<file path="src/rtl/stream_rx_pkg.sv">
// Shared constants and helpers for the line-oriented UART receiver.
package stream_rx_pkg;

  localparam int LINE_DEPTH = 8;

  // Clocks per serial bit, truncated toward zero.
  function automatic int bit_ticks(input int clock_hz, input int baud);
    return clock_hz / baud;
  endfunction

endpackage

</file>
<file path="src/rtl/stream_rx_uart_rx.sv">
// 8N1 serial deserializer: 2-flop synchronizer, bit timer and start/data/stop FSM.
module uart_rx
  import stream_rx_pkg::*;
#(
  parameter int CLOCK_HZ = 10_000_000,
  parameter int BAUD     = 115_200
) (
  input  logic       Clock,
  input  logic       Reset,
  input  logic       Rx_i,
  output logic [7:0] Data_o,
  output logic       Done_o,
  output logic       FrameErr_o
);

  localparam int TICKS = bit_ticks(CLOCK_HZ, BAUD);
  localparam int CW    = $clog2(TICKS + 1);
  localparam logic [CW-1:0] HALF_LAST = CW'(TICKS / 2 - 1);
  localparam logic [CW-1:0] FULL_LAST = CW'(TICKS - 1);

  typedef enum logic [1:0] {
    S_IDLE  = 2'd0,
    S_START = 2'd1,
    S_DATA  = 2'd2,
    S_STOP  = 2'd3
  } rx_state_e;

  rx_state_e      state_q;
  logic           sync1_q, sync2_q, prev_q;
  logic [CW-1:0]  cnt_q;
  logic [2:0]     bit_q;
  logic [7:0]     shift_q;
  logic           fall_d;

  assign fall_d = prev_q && !sync2_q;

  always_ff @(posedge Clock or negedge Reset) begin
    if (!Reset) begin
      sync1_q    <= 1'b1;
      sync2_q    <= 1'b1;
      prev_q     <= 1'b1;
      state_q    <= S_IDLE;
      cnt_q      <= '0;
      bit_q      <= '0;
      shift_q    <= '0;
      Data_o     <= '0;
      Done_o     <= 1'b0;
      FrameErr_o <= 1'b0;
    end else begin
      sync1_q    <= Rx_i;
      sync2_q    <= sync1_q;
      prev_q     <= sync2_q;
      Done_o     <= 1'b0;
      FrameErr_o <= 1'b0;
      case (state_q)
        S_IDLE: begin
          cnt_q <= '0;
          if (fall_d) state_q <= S_START;
        end
        // Re-check the line half a bit in; a high level means the edge was a glitch.
        S_START: begin
          if (cnt_q == HALF_LAST) begin
            cnt_q   <= '0;
            bit_q   <= '0;
            state_q <= sync2_q ? S_IDLE : S_DATA;
          end else begin
            cnt_q <= cnt_q + CW'(1);
          end
        end
        S_DATA: begin
          if (cnt_q == FULL_LAST) begin
            cnt_q   <= '0;
            shift_q <= {sync2_q, shift_q[7:1]};
            if (bit_q == 3'd7) state_q <= S_STOP;
            else               bit_q   <= bit_q + 3'd1;
          end else begin
            cnt_q <= cnt_q + CW'(1);
          end
        end
        S_STOP: begin
          if (cnt_q == FULL_LAST) begin
            cnt_q   <= '0;
            state_q <= S_IDLE;
            if (sync2_q) begin
              Done_o <= 1'b1;
              Data_o <= shift_q;
            end else begin
              FrameErr_o <= 1'b1;
            end
          end else begin
            cnt_q <= cnt_q + CW'(1);
          end
        end
        default: state_q <= S_IDLE;
      endcase
    end
  end

endmodule

</file>
<file path="src/rtl/stream_rx.sv">
// Line receiver: collects UART bytes into an 8-byte buffer until a terminator or full line.
module stream_rx
  import stream_rx_pkg::*;
#(
  parameter int         CLOCK_HZ   = 10_000_000,
  parameter int         BAUD       = 115_200,
  parameter logic [7:0] TERMINATOR = 8'h0D
) (
  input  logic       Clock,
  input  logic       Reset,
  input  logic       Rx_i,
  input  logic       Ack_i,
  input  logic [2:0] Addr_i,
  output logic [7:0] Data_o,
  output logic [3:0] Length_o,
  output logic       Ready_o,
  output logic       Overrun_o,
  output logic       FrameErr_o
);

  typedef enum logic {
    L_COLLECT = 1'b0,
    L_READY   = 1'b1
  } line_state_e;

  line_state_e line_state_q;
  logic [3:0]  len_q;
  logic        overrun_q;
  logic [7:0]  buf_q [LINE_DEPTH];
  logic [7:0]  rx_data;
  logic        rx_done;
  logic        wr_en_d;

  uart_rx #(
    .CLOCK_HZ(CLOCK_HZ),
    .BAUD    (BAUD)
  ) u_uart_rx (
    .Clock     (Clock),
    .Reset     (Reset),
    .Rx_i      (Rx_i),
    .Data_o    (rx_data),
    .Done_o    (rx_done),
    .FrameErr_o(FrameErr_o)
  );

  // Handshake: rx_done is a one-cycle valid with no back-pressure; the line is
  // offered via Ready_o and released by a one-cycle Ack_i, which is only honoured in READY.
  assign wr_en_d = (line_state_q == L_COLLECT) && rx_done && (rx_data != TERMINATOR);

  always_ff @(posedge Clock or negedge Reset) begin
    if (!Reset) begin
      line_state_q <= L_COLLECT;
      len_q        <= '0;
      overrun_q    <= 1'b0;
    end else begin
      case (line_state_q)
        L_COLLECT: begin
          if (rx_done) begin
            if (rx_data == TERMINATOR) begin
              line_state_q <= L_READY;
            end else begin
              len_q <= len_q + 4'd1;
              if (len_q == 4'(LINE_DEPTH - 1)) line_state_q <= L_READY;
            end
          end
        end
        L_READY: begin
          if (rx_done) overrun_q <= 1'b1;
          if (Ack_i) begin
            line_state_q <= L_COLLECT;
            len_q        <= '0;
          end
        end
        default: line_state_q <= L_COLLECT;
      endcase
    end
  end

  // Storage is deliberately left unreset; only Length_o says which entries are valid.
  always_ff @(posedge Clock) begin
    if (wr_en_d) buf_q[len_q[2:0]] <= rx_data;
  end

  assign Data_o    = buf_q[Addr_i];
  assign Length_o  = len_q;
  assign Ready_o   = (line_state_q == L_READY);
  assign Overrun_o = overrun_q;

endmodule

</file>
<file path="config.mk">
export PLATFORM = sky130hd
export DESIGN_NAME = stream_rx
export DESIGN_NICKNAME = d
export VERILOG_FILES = /design/src/rtl/stream_rx_pkg.sv /design/src/rtl/stream_rx_uart_rx.sv /design/src/rtl/stream_rx.sv
export SDC_FILE = /design/constraint.sdc
export NUM_CORES = 1
export LEC_CHECK = 0
export BUFFER_PORTS_ARGS = -buffer_cell sky130_fd_sc_hd__buf_2
export CAP_MARGIN = 40
export CORE_UTILIZATION = 40
export DETAILED_ROUTE_END_ITERATION = 12
export SETUP_SLACK_MARGIN = 0.4
export SLEW_MARGIN = 25
export SYNTH_ARGS = -nofsm -noshare
export SYNTH_HDL_FRONTEND = slang
export SYNTH_SLANG_ARGS = --single-unit
</file>
<file path="constraint.sdc">
create_clock -name Clock -period 3.15 [get_ports Clock]
set_clock_uncertainty 0.15 [all_clocks]
set_input_delay 0.4725 -clock Clock [delete_from_list [all_inputs] [get_ports Clock]]
set_output_delay 0.4725 -clock Clock [all_outputs]
set_load 0.1 [all_outputs]
</file>
==> metrics.txt <==
count of final hold-check violations=0; pin count of the biggest net entering global routing=26; CP arrival=a little under 2 ns; Overall Global Routing Usage=around 15%; DRT iter0 DRCs=~100; TNS Setup=0 ns; Worst setup EP type=primary output; IO Count=22; Worst setup SP type=primary input; most frequent cells in the layout=64 x edfxtp_1, 36 x dfrtp_1, 24 x mux2_2, 21 x buf_2, 16 x mux4_2; Slew Limit Fails=0; DRT Wirelength=slightly below 8 mm; worst skew pair latency=approximately 0.36 ns; minimum clock period after layout=between 2 and 3 ns; Wirelength per Cell=approximately 17 um; first-pass GRT wire length=~13 mm; clk buf depth=2; Mean Syn Cell Area=16.3 sq um; CP cell instances=buf_2, buf_12, mux4_2, mux2_2, buf_2; Die Area=about 11000 sq um; drt drc=0; core footprint=around 11000 sq um; # hold bufs at CTS=1; M2 GR Usage=25.4%; initial antenna violation count=0; share of cells above drive strength 1=32.8%; Die Height=107 um; Netlist Area Pre-Place=~4400 sq um; Syn Inst Count=271; Setup Buffers After CTS=0; Area Overhead vs Synth=11.7%; number of global-route vias before repair=between 2000 and 2500; slowest library cell on the worst path=mux4_2; TritonRoute pass-1 iters=4; initial core utilization=a little over two fifths; period utilization=between 80% and 90%; Top Family by Delay on Critical Path=multiplexers; outcome=finished, final reports clean; yosys synthesis warning count=0; nets@finish=approximately 310; HPWL Detailed=~5.2 mm; peak fanout along the critical path=10; fin worst setup slack=around 0.56 ns; Worst VDD drop=0.000388 V; sequential fraction of the synthesis area=roughly two thirds; Post-DRT Antenna Nets=0; Crit Path Class=primary input to primary output; M3 GR Usage=~2.6%; grt total ovfl=0; Syn Nets=approximately 280; main flop type after synthesis=edfxtp_1; Placer Congestion=roughly 0.74; number of synthesized flops with an enable pin=between 60 and 70; pre-CTS setup slack=0.538 ns; max-cap violations=0; measured slew at the worst slew-check pin=~0.64 ns; final-report setup violation count=0; CTS clk-pin slew, worst paths=~0.09 ns; # diodes=0; HP Class=primary input to register; Cell Pwr Density=between 400 and 500 nW/um^2; FP Rows=37; Netlist cell types=53; power consumption=2.43 mW; Inserted Clock Buffers=9; slowest stage delay, CP=0.50 ns; GRT met1 Usage=a little under a fifth; RSZ-0062 raised after global routing=no; Critical path buffers and inverters=3; Peak Freq=around 390 MHz; CTS tree=built; post-synthesis async set-or-reset flop share=a little under two fifths; most common cell after layout, fill and taps aside=edfxtp_1; Crit path top cell by count=buf_2; relative slew slack=a little under three fifths; post-CTS sizing=0; Die X=roughly 110 um; post-synthesis register bit count=a little over 100; Most Crowded Layer GR=met2; Buffers on Ports=21; Critical Path RT=2.53 ns; Lkg Pwr=~1.7 nW; clock sink count=103; routed vias/inst=5.37; Clock Root Buffer=clkbuf_8; routed vias=2369; H-tree Lvls=3
through the flow:
stage / utilization, % / hold slack [ns] / cell area (sq um) / std cells
after floorplan: - / 0.0269 / 4410 / 271
final: 46.8 / 0.0602 / 4920 / 441
after global placement: 44.9 / 0.198 / 4710 / 423
after detailed placement: 45.0 / 0.198 / 4730 / 424
after global routing: 46.8 / 0.0317 / 4920 / 441
after CTS: 46.8 / 0.0379 / 4920 / 441
cell usage after synthesis, types with 2 or more instances:
library cell	instances	area (sq um)
dfstp_2	3	78.8
a21oi_1	5	25.0
nor3_1	3	15.0
o211ai_1	7	52.6
nand4b_1	2	17.5
mux4_2	16	360
nand2b_1	3	18.8
buf_2	3	15.0
xor2_1	2	17.5
clkbuf_1	9	33.8
and4b_1	2	20.0
nand4_1	2	12.5
nor4b_1	3	26.3
or3_1	2	12.5
buf_1	2	7.51
a21o_1	2	15.0
inv_1	3	11.3
nor2b_1	9	56.3
nand3b_1	2	15.0
dfrtp_1	36	901
or3b_2	2	17.5
edfxtp_1	64	1920
nor2_1	2	7.51
nand3_1	8	40.0
ha_1	6	75.1
nand2_1	11	41.3
nor4_1	6	37.5
a22oi_1	2	15.0
mux2_2	24	270
o21ai_0	7	35.0
worst register-to-register path, stage by stage (launching register included):
cell and delay (ns):
dfrtp_1 0.50, or4_1 0.70, nor2_2 0.37, nor4_1 0.10, buf_4 0.22
cell type report:
type / instances / area (sq um)
inverters: 3 / 11.3
clock inverters: 7 / 55.1
well taps: 136 / 170
fillers: 928 / 5590
multi-input cells: 151 / 1450
repair buffers: 32 / 215
flip-flops and latches: 103 / 2900
clock buffers: 9 / 124
state kept, by name, indices dropped and copies added, names as in the netlist, named ones only:
signal / flops
u_uart_rx.cnt_q: 7
u_uart_rx.FrameErr_o: 1
Ready_o: 1
Overrun_o: 1
u_uart_rx.Data_o: 8
buf_q: 64
u_uart_rx.state_q: 1
Length_o: 4
u_uart_rx.Done_o: 1
u_uart_rx.bit_q: 3
u_uart_rx.shift_q: 8
u_uart_rx.sync1_q: 1
u_uart_rx.prev_q: 1
u_uart_rx.sync2_q: 1
per-layer routing:
| layer | vias to the layer above | routed length [um] | share of wire, % |
|---|---|---|---|
| met5 | - | 0 | 0 |
| met4 | 0 | 94 | 1.2 |
| met3 | 8 | 182 | 2.4 |
| met2 | 34 | 3920 | 51 |
| met1 | 1198 | 3510 | 46 |
| li1 | 1129 | - | - |
cells by family after synthesis:
| family | Yosys count | synth area share (%) |
|---|---|---|
| compound gates | 35 | 5.79 |
| xor+xnor | 3 | 0.596 |
| fa+ha+maj | 6 | 1.70 |
| buf+inv | 17 | 1.53 |
| flops | 103 | 65.8 |
| mux | 40 | 14.3 |
| simple gates | 67 | 10.2 |
final timing paths:
path | depth (start not counted) | from | to | slack, ns
max in group asynchronous | 3 | Reset | u_uart_rx.prev_q | 1.90
max | 5 | Addr_i[0] | Data_o[5] | 0.56
min | 1 | Rx_i | u_uart_rx.sync1_q | 0.06
min reg2reg | 0 | u_uart_rx.sync1_q | u_uart_rx.sync2_q | 0.21
min in group asynchronous | 2 | Reset | u_uart_rx.bit_q[0] | 0.42
max reg2reg | 4 | u_uart_rx.Data_o[5] | buf_q[2][4] | 0.86
power breakdown:
part	leakage [nW]	total, mW	switching (mW)	internal, mW
sequential	0.954	1.52	0.0580	1.46
combinational	0.641	0.173	0.0959	0.0768
clock	0.0883	0.744	0.448	0.296
Power figures use the tool's default switching activity.
